--- src/rtl/tri_pkg.sv ---
`default_nettype none
// ============================================================================
//  Module   : tri_pkg
//  Purpose  : Shared widths, point type, FSM state and sub-job encodings for
//             the point-in-triangle raster scheduler.
//  Revision : 1.0 - initial release
// ============================================================================
package tri_pkg;

    localparam int X_W   = 11;
    localparam int Y_W   = 10;
    localparam int DET_W = 22;
    localparam int SUM_W = DET_W + 2;   // three DET_W terms cannot overflow

    typedef struct packed {
        logic [X_W-1:0] x;
        logic [Y_W-1:0] y;
    } pt_t;

    typedef enum logic [3:0] {
        ST_IDLE      = 4'd0,
        ST_BBOX      = 4'd1,
        ST_AREA_REQ  = 4'd2,
        ST_AREA_WAIT = 4'd3,
        ST_SUB_REQ   = 4'd4,
        ST_SUB_WAIT  = 4'd5,
        ST_EMIT      = 4'd6,
        ST_NEXT      = 4'd7,
        ST_DONE      = 4'd8
    } state_t;

    // Which sub-triangle is being measured against the current pixel P
    typedef enum logic [1:0] {
        SUB_ABP = 2'd0,
        SUB_ACP = 2'd1,
        SUB_BCP = 2'd2
    } sub_t;

endpackage
`default_nettype wire

--- src/rtl/tri_bbox.sv ---
`default_nettype none
// ============================================================================
//  Module   : tri_bbox
//  Purpose  : Combinational unsigned min/max of three points (bounding box).
//  Revision : 1.0 - initial release
// ============================================================================
module tri_bbox
    import tri_pkg::*;
(
    input  pt_t i_a,
    input  pt_t i_b,
    input  pt_t i_c,
    output pt_t o_min,
    output pt_t o_max
);

    logic [X_W-1:0] w_xmin_ab;
    logic [X_W-1:0] w_xmax_ab;
    logic [Y_W-1:0] w_ymin_ab;
    logic [Y_W-1:0] w_ymax_ab;

    // Reduce A/B first, then fold in C, independently per axis
    always_comb begin
        w_xmin_ab = (i_a.x < i_b.x) ? i_a.x : i_b.x;
        w_xmax_ab = (i_a.x > i_b.x) ? i_a.x : i_b.x;
        w_ymin_ab = (i_a.y < i_b.y) ? i_a.y : i_b.y;
        w_ymax_ab = (i_a.y > i_b.y) ? i_a.y : i_b.y;
        o_min.x   = (w_xmin_ab < i_c.x) ? w_xmin_ab : i_c.x;
        o_max.x   = (w_xmax_ab > i_c.x) ? w_xmax_ab : i_c.x;
        o_min.y   = (w_ymin_ab < i_c.y) ? w_ymin_ab : i_c.y;
        o_max.y   = (w_ymax_ab > i_c.y) ? w_ymax_ab : i_c.y;
    end

endmodule
`default_nettype wire

--- src/rtl/tri_raster_sched.sv ---
`default_nettype none
// ============================================================================
//  Module   : tri_raster_sched
//  Purpose  : Walks the bounding box of one triangle row-major and, per pixel,
//             sequences a shared |det| unit through ABP/ACP/BCP, comparing the
//             sum with area(ABC) to classify the pixel inside/outside.
//  Options  : TRI_RASTER_EARLY_EXIT_EN - stop sub-determinants for a pixel as
//             soon as the running sum exceeds the triangle area.
//  Revision : 1.0 - initial release
// ============================================================================
module tri_raster_sched
    import tri_pkg::*;
(
    input  logic             clk,
    input  logic             rst_n,
    input  logic             tri_valid,
    output logic             tri_ready,
    input  logic [X_W-1:0]   tri_ax,
    input  logic [X_W-1:0]   tri_bx,
    input  logic [X_W-1:0]   tri_cx,
    input  logic [Y_W-1:0]   tri_ay,
    input  logic [Y_W-1:0]   tri_by,
    input  logic [Y_W-1:0]   tri_cy,
    output logic             det_req,
    input  logic             det_ack,
    output logic [X_W-1:0]   det_px,
    output logic [X_W-1:0]   det_qx,
    output logic [X_W-1:0]   det_rx,
    output logic [Y_W-1:0]   det_py,
    output logic [Y_W-1:0]   det_qy,
    output logic [Y_W-1:0]   det_ry,
    input  logic             det_rsp_valid,
    input  logic [DET_W-1:0] det_rsp_abs,
    output logic             pix_valid,
    input  logic             pix_ready,
    output logic [X_W-1:0]   pix_x,
    output logic [Y_W-1:0]   pix_y,
    output logic             pix_inside,
    output logic             pix_last,
    output logic             tri_done
);

    state_t           r_state;
    state_t           w_state_nxt;
    pt_t              r_a;
    pt_t              r_b;
    pt_t              r_c;
    pt_t              r_pix;
    pt_t              r_max;
    logic [X_W-1:0]   r_xmin;
    logic [DET_W-1:0] r_area;
    logic [SUM_W-1:0] r_sum;
    sub_t             r_k;

    pt_t              w_min;
    pt_t              w_max;
    pt_t              w_p;
    pt_t              w_q;
    pt_t              w_r;
    logic             w_last;
    logic [SUM_W-1:0] w_rsp_ext;
    logic [SUM_W-1:0] w_area_ext;
    logic [SUM_W-1:0] w_sum_acc;

    tri_bbox u_bbox (
        .i_a   (r_a),
        .i_b   (r_b),
        .i_c   (r_c),
        .o_min (w_min),
        .o_max (w_max)
    );

    assign w_rsp_ext  = {{(SUM_W-DET_W){1'b0}}, det_rsp_abs};
    assign w_area_ext = {{(SUM_W-DET_W){1'b0}}, r_area};
    assign w_sum_acc  = r_sum + w_rsp_ext;
    assign w_last     = (r_pix.x == r_max.x) && (r_pix.y == r_max.y);

    assign det_px = w_p.x;
    assign det_py = w_p.y;
    assign det_qx = w_q.x;
    assign det_qy = w_q.y;
    assign det_rx = w_r.x;
    assign det_ry = w_r.y;
    assign pix_x  = r_pix.x;
    assign pix_y  = r_pix.y;

    // State register
    always_ff @(posedge clk) begin
        if (!rst_n) begin
            r_state <= ST_IDLE;
        end else begin
            r_state <= w_state_nxt;
        end
    end

    // Next-state decode and Moore outputs; operands are zero unless requesting
    always_comb begin
        w_state_nxt = r_state;
        tri_ready   = 1'b0;
        tri_done    = 1'b0;
        det_req     = 1'b0;
        pix_valid   = 1'b0;
        pix_inside  = 1'b0;
        pix_last    = 1'b0;
        w_p         = '0;
        w_q         = '0;
        w_r         = '0;
        case (r_state)
            ST_IDLE: begin
                tri_ready = 1'b1;
                if (tri_valid) begin
                    w_state_nxt = ST_BBOX;
                end
            end
            ST_BBOX: begin
                w_state_nxt = ST_AREA_REQ;
            end
            ST_AREA_REQ: begin
                det_req = 1'b1;
                w_p     = r_a;
                w_q     = r_b;
                w_r     = r_c;
                if (det_ack) begin
                    w_state_nxt = ST_AREA_WAIT;
                end
            end
            ST_AREA_WAIT: begin
                if (det_rsp_valid) begin
                    // Zero area covers both coincident and collinear vertices
                    w_state_nxt = (det_rsp_abs == '0) ? ST_DONE : ST_SUB_REQ;
                end
            end
            ST_SUB_REQ: begin
                det_req = 1'b1;
                w_r     = r_pix;
                case (r_k)
                    SUB_ABP: begin w_p = r_a; w_q = r_b; end
                    SUB_ACP: begin w_p = r_a; w_q = r_c; end
                    default: begin w_p = r_b; w_q = r_c; end
                endcase
                if (det_ack) begin
                    w_state_nxt = ST_SUB_WAIT;
                end
            end
            ST_SUB_WAIT: begin
                if (det_rsp_valid) begin
                    if (r_k == SUB_BCP) begin
                        w_state_nxt = ST_EMIT;
`ifdef TRI_RASTER_EARLY_EXIT_EN
                    end else if (w_sum_acc > w_area_ext) begin
                        // Sum can only grow, so the pixel is already outside
                        w_state_nxt = ST_EMIT;
`endif
                    end else begin
                        w_state_nxt = ST_SUB_REQ;
                    end
                end
            end
            ST_EMIT: begin
                pix_valid  = 1'b1;
                pix_inside = (r_sum == w_area_ext);
                pix_last   = w_last;
                if (pix_ready) begin
                    w_state_nxt = ST_NEXT;
                end
            end
            ST_NEXT: begin
                w_state_nxt = w_last ? ST_DONE : ST_SUB_REQ;
            end
            ST_DONE: begin
                tri_done    = 1'b1;
                w_state_nxt = ST_IDLE;
            end
            default: begin
                w_state_nxt = ST_IDLE;
            end
        endcase
    end

    // Triangle, bounding box, pixel cursor and accumulator datapath
    always_ff @(posedge clk) begin
        if (!rst_n) begin
            r_a    <= '0;
            r_b    <= '0;
            r_c    <= '0;
            r_pix  <= '0;
            r_max  <= '0;
            r_xmin <= '0;
            r_area <= '0;
            r_sum  <= '0;
            r_k    <= SUB_ABP;
        end else begin
            case (r_state)
                ST_IDLE: begin
                    if (tri_valid) begin
                        r_a.x <= tri_ax;
                        r_a.y <= tri_ay;
                        r_b.x <= tri_bx;
                        r_b.y <= tri_by;
                        r_c.x <= tri_cx;
                        r_c.y <= tri_cy;
                    end
                end
                ST_BBOX: begin
                    r_xmin <= w_min.x;
                    r_max  <= w_max;
                    r_pix  <= w_min;
                end
                ST_AREA_WAIT: begin
                    if (det_rsp_valid) begin
                        r_area <= det_rsp_abs;
                        r_sum  <= '0;
                        r_k    <= SUB_ABP;
                    end
                end
                ST_SUB_WAIT: begin
                    if (det_rsp_valid) begin
                        r_sum <= w_sum_acc;
                        r_k   <= (r_k == SUB_ABP) ? SUB_ACP : SUB_BCP;
                    end
                end
                ST_NEXT: begin
                    if (!w_last) begin
                        if (r_pix.x == r_max.x) begin
                            r_pix.x <= r_xmin;
                            r_pix.y <= r_pix.y + 1'b1;
                        end else begin
                            r_pix.x <= r_pix.x + 1'b1;
                        end
                    end
                    r_sum <= '0;
                    r_k   <= SUB_ABP;
                end
                default: begin
                end
            endcase
        end
    end

endmodule
`default_nettype wire

--- config.mk ---
export PLATFORM = sky130hd
export DESIGN_NAME = tri_raster_sched
export DESIGN_NICKNAME = d
export VERILOG_FILES = /design/src/rtl/tri_pkg.sv /design/src/rtl/tri_bbox.sv /design/src/rtl/tri_raster_sched.sv
export SDC_FILE = /design/constraint.sdc
export NUM_CORES = 1
export LEC_CHECK = 0
export BUFFER_PORTS_ARGS = -buffer_cell sky130_fd_sc_hd__buf_2
export CAP_MARGIN = 0
export CORE_MARGIN = 1
export CORE_UTILIZATION = 52
export DETAILED_ROUTE_END_ITERATION = 16
export PLACE_DENSITY = 0.77
export SLEW_MARGIN = 5
export SYNTH_ARGS = -nofsm -noshare
export SYNTH_HDL_FRONTEND = slang
export SYNTH_SLANG_ARGS = --single-unit
--- constraint.sdc ---
create_clock -name clk -period 3.5 [get_ports clk]
set_input_delay 0.35 -clock clk [delete_from_list [all_inputs] [get_ports clk]]
set_output_delay 0.35 -clock clk [all_outputs]
set_load 0.03 [all_outputs]
==> reports/results.ini <==
[grt]
grt_usage_pct = 33.7
grt_use_met2_pct = 51.3
grt_util_met1_pct = 46.2
grt_antenna_before_repair = 1
grt_pass1_wl_um = 59400
grt_max_degree = 111
overflow = 0
grt_pass1_vias = 11300
grt.busiest_layer = met2
use_met3_pct = 5.70

[critical_path]
cp-startpoint = r_a[0]$_SDFFE_PN0P_
worstPathRequired_ns = 3.81
reg2reg_to = r_max[9]$_SDFFE_PN0P_
r2r_start = r_a[0]$_SDFFE_PN0P_
worstSetupEndpointType = flop
arrival_ns = 4.23
r2r_setup_slack_ns = -0.42
worstSetupPathType = reg -> reg
cp_slowest_stage_delay_ns = 0.34
crit_path_max_fanout = 8
cp_slowest_cell = o311ai_2
r2r_cells = 19
endpoint = r_max[9]$_SDFFE_PN0P_
crit_chain = inv_1 -> ha_1 -> nor2b_4 -> o21a_1 -> o31a_1 -> nor2_4 -> a41o_1 -> buf_6 -> mux2i_4 -> inv_1 -> ha_1 -> o21ai_0 -> nand2b_1 -> a21oi_1 -> nor2_2 -> o21ai_4 -> buf_6 -> clkbuf_16 -> o311ai_2
startpoint_type = flop

[power]
vdd_drop_max_mv = 0.431
p_leak_uw = 0.00654
p_per_area_nw_per_um2 = 619

[hold_path]
min_path_type = in -> reg

[outcome]
failed_checks = negative setup slack
outcome = complete, but fails checks

[clock_tree]
ctsHoldBuffers = 0
clock_sinks = 168
cts.reportedPaths.clkPinSlew_ns = 0.08
cts_inserted_buffers = 17
root_buffer = clkbuf_16
clock_latency_ns = 0.45
cts_htree_levels = 4
clock_path_buffers = 2
cts_tree = yes

[synthesis]
synth_cell_types = 65
yosysSeqAreaShare_pct = 29.5
yosysTopAreaCellShare_pct = 29.5
syn_inst = 1479
synth_area_um2 = 11400
synth_seq_cells = 168
ys_top_cells_by_area = dfxtp_1, nand2_1, ha_1
synth_edf_count = 0
synthFlopType = dfxtp_1
yosys_warnings = 0
synth_area_per_cell_um2 = 7.71
synthArstFlopShare_pct = 0
synth_fp_nets = 1656
synth.most_common_cell = nand2_1
synthTopCellsByCount = nand2_1, dfxtp_1, o21ai_0, a21boi_0, ha_1
yosysTopAreaCell = dfxtp_1

[timing]
fin_crit_sh_pct = 112
grt_setup_unrepaired = true
worst_slew_pin_slew_ns = 0.926
setup_ws_ns = -0.421
finalMaxSlewViolations = 0
hold_viol = 0
period_needed_ns = 3.92
relSlewSlack_pct = 38.3
finalSetupTns_ns = -9.84
fmax_mhz = 255
fin_skew_ns = 0.0149
finalSetupViolCount = 52

[placed_design]
place_congestion = 0.973
portBuffers = 180
placed_area_um2 = 13300
dp_cells = 1955
dp.final_hpwl_um = 26700

[final_layout]
fin_util_pct = 71.1
fill_cells = 1544
final_area_um2 = 15100
fin_nets = 1912
multi_input_area_um2 = 8440
fin_cells = 2024
syn2layout_area_growth_pct = 32.8
final-seq-area_um2 = 3390
drive_gt1_share_pct = 30.8

[drt]
drt_iter0_drc = 1417
drt-pass1-iter-count = 6
drt_wl_total_um = 42000
ant_nets = 0
drcViolationCount = 0
drt-vias-per-instance = 6.32
via_count = 12800
wl_per_cell_um = 20.7

[floorplanning]
die_h_um = 150
rows = 53
floorplan.initialDensity_pct = 53.6
core-area_um2 = 21300
die_w_um = 150
dieArea_um2 = 22500
io_pins = 181

[flow_run]
maxCapViolCount = 0

-- metal layers --
layer / wire length [um] / share of wire (%)
met5: 0 / 0
met1: 16800 / 40
met3: 4440 / 11
met4: 2370 / 5.6
met2: 18300 / 44
-- cells in the final DEF (no fill, tap or decap), types with 16 or more instances in the layout --
cell type,n
dfxtp_2,18
nand3_1,63
dfxtp_1,150
o21ai_0,69
ha_1,60
a22o_1,44
xor2_1,45
buf_2,179
o21ai_2,18
xnor2_1,27
nand4_1,48
nor2_1,43
nor2b_1,18
ha_4,24
o21ai_1,19
inv_1,49
buf_6,16
buf_4,123
a21boi_0,87
nand2_1,277
clkbuf_16,19
a21oi_1,55
-- repair_timing --
| action | CTS | global route |
|---|---|---|
| pin swaps | 36 | 83 |
| setup buffers | 6 | 25 |
| gates resized for setup | 85 | 152 |
| setup endpoints to repair | 49 | 53 |
| gates cloned | 3 | 4 |
-- cell type report --
cell class,count,share of cell area [%]
diodes,1,0.0165
clock buffers,21,3.04
clock inverters,11,0.595
inverters,59,1.46
multi-input cells,1161,55.7
flip-flops and latches,168,22.4
well taps,275,2.27
repair buffers,328,14.5
-- state kept, by name, summed over array words and instances (netlist names) --
| name | flops |
|---|---|
| r_c | 21 |
| r_sum | 24 |
| r_k | 2 |
| r_max | 21 |
| pix_y | 10 |
| r_b | 21 |
| pix_x | 11 |
| r_area | 22 |
| r_xmin | 11 |
| r_a | 21 |
| r_state | 4 |
-- how the worst min path moves through the flow --
| stage | startpoint | endpoint | slack (ns) | cells after the start |
|---|---|---|---|---|
| 6_report | tri_ax[3] | r_a[13]$_SDFFE_PN0P_ | 0.14 | 3 |
| 5_1_grt | tri_ax[3] | r_a[13]$_SDFFE_PN0P_ | 0.14 | 3 |
| 4_1_cts | tri_by[4] | r_b[4]$_SDFFE_PN0P_ | 0.15 | 3 |
| 3_5_place_dp | r_area[5]$_SDFFE_PN0P_ | r_area[5]$_SDFFE_PN0P_ | 0.47 | 2 |
| 3_3_place_gp | r_xmin[1]$_SDFFE_PN0P_ | r_xmin[1]$_SDFFE_PN0P_ | 0.45 | 2 |
| 2_1_floorplan | r_xmin[1]$_SDFFE_PN0P_ | r_xmin[1]$_SDFFE_PN0P_ | 0.44 | 2 |
-- worst max-delay path: cells and delay by family, from the launching register on --
kind	cells	cell delay, ns
mux	1	0.29
buf+inv	5	0.71
simple gates	4	0.50
flops	1	0.33
compound gates	7	1.40
fa+ha+maj	2	0.56
-- stage by stage --
stage	hold slack, ns	total power, uW	setup WS, ns
6_report	0.138	9370	-0.421
5_1_grt	0.142	9710	-0.499
4_1_cts	0.147	8070	-0.0839
2_1_floorplan	0.440	4560	0.00913
3_5_place_dp	0.468	5730	-0.173
3_3_place_gp	0.454	5660	-0.0967
-- cell families after synthesis --
logic type	count (synthesis)	synth area share [%]
AND/OR/NAND/NOR	546	22.1
XOR/XNOR	72	5.53
multiplexers	38	3.49
flip-flops	168	29.5
adder cells (fa/ha/maj)	86	9.50
buffers and inverters	151	5.23
AO/OA/AOI/OAI	418	24.6
-- where the power goes --
part	switching (uW)	internal (uW)
clock	879	958
combinational	2830	2350
sequential	255	2100
total	3960	5410
(Power assumes the default switching activity.)
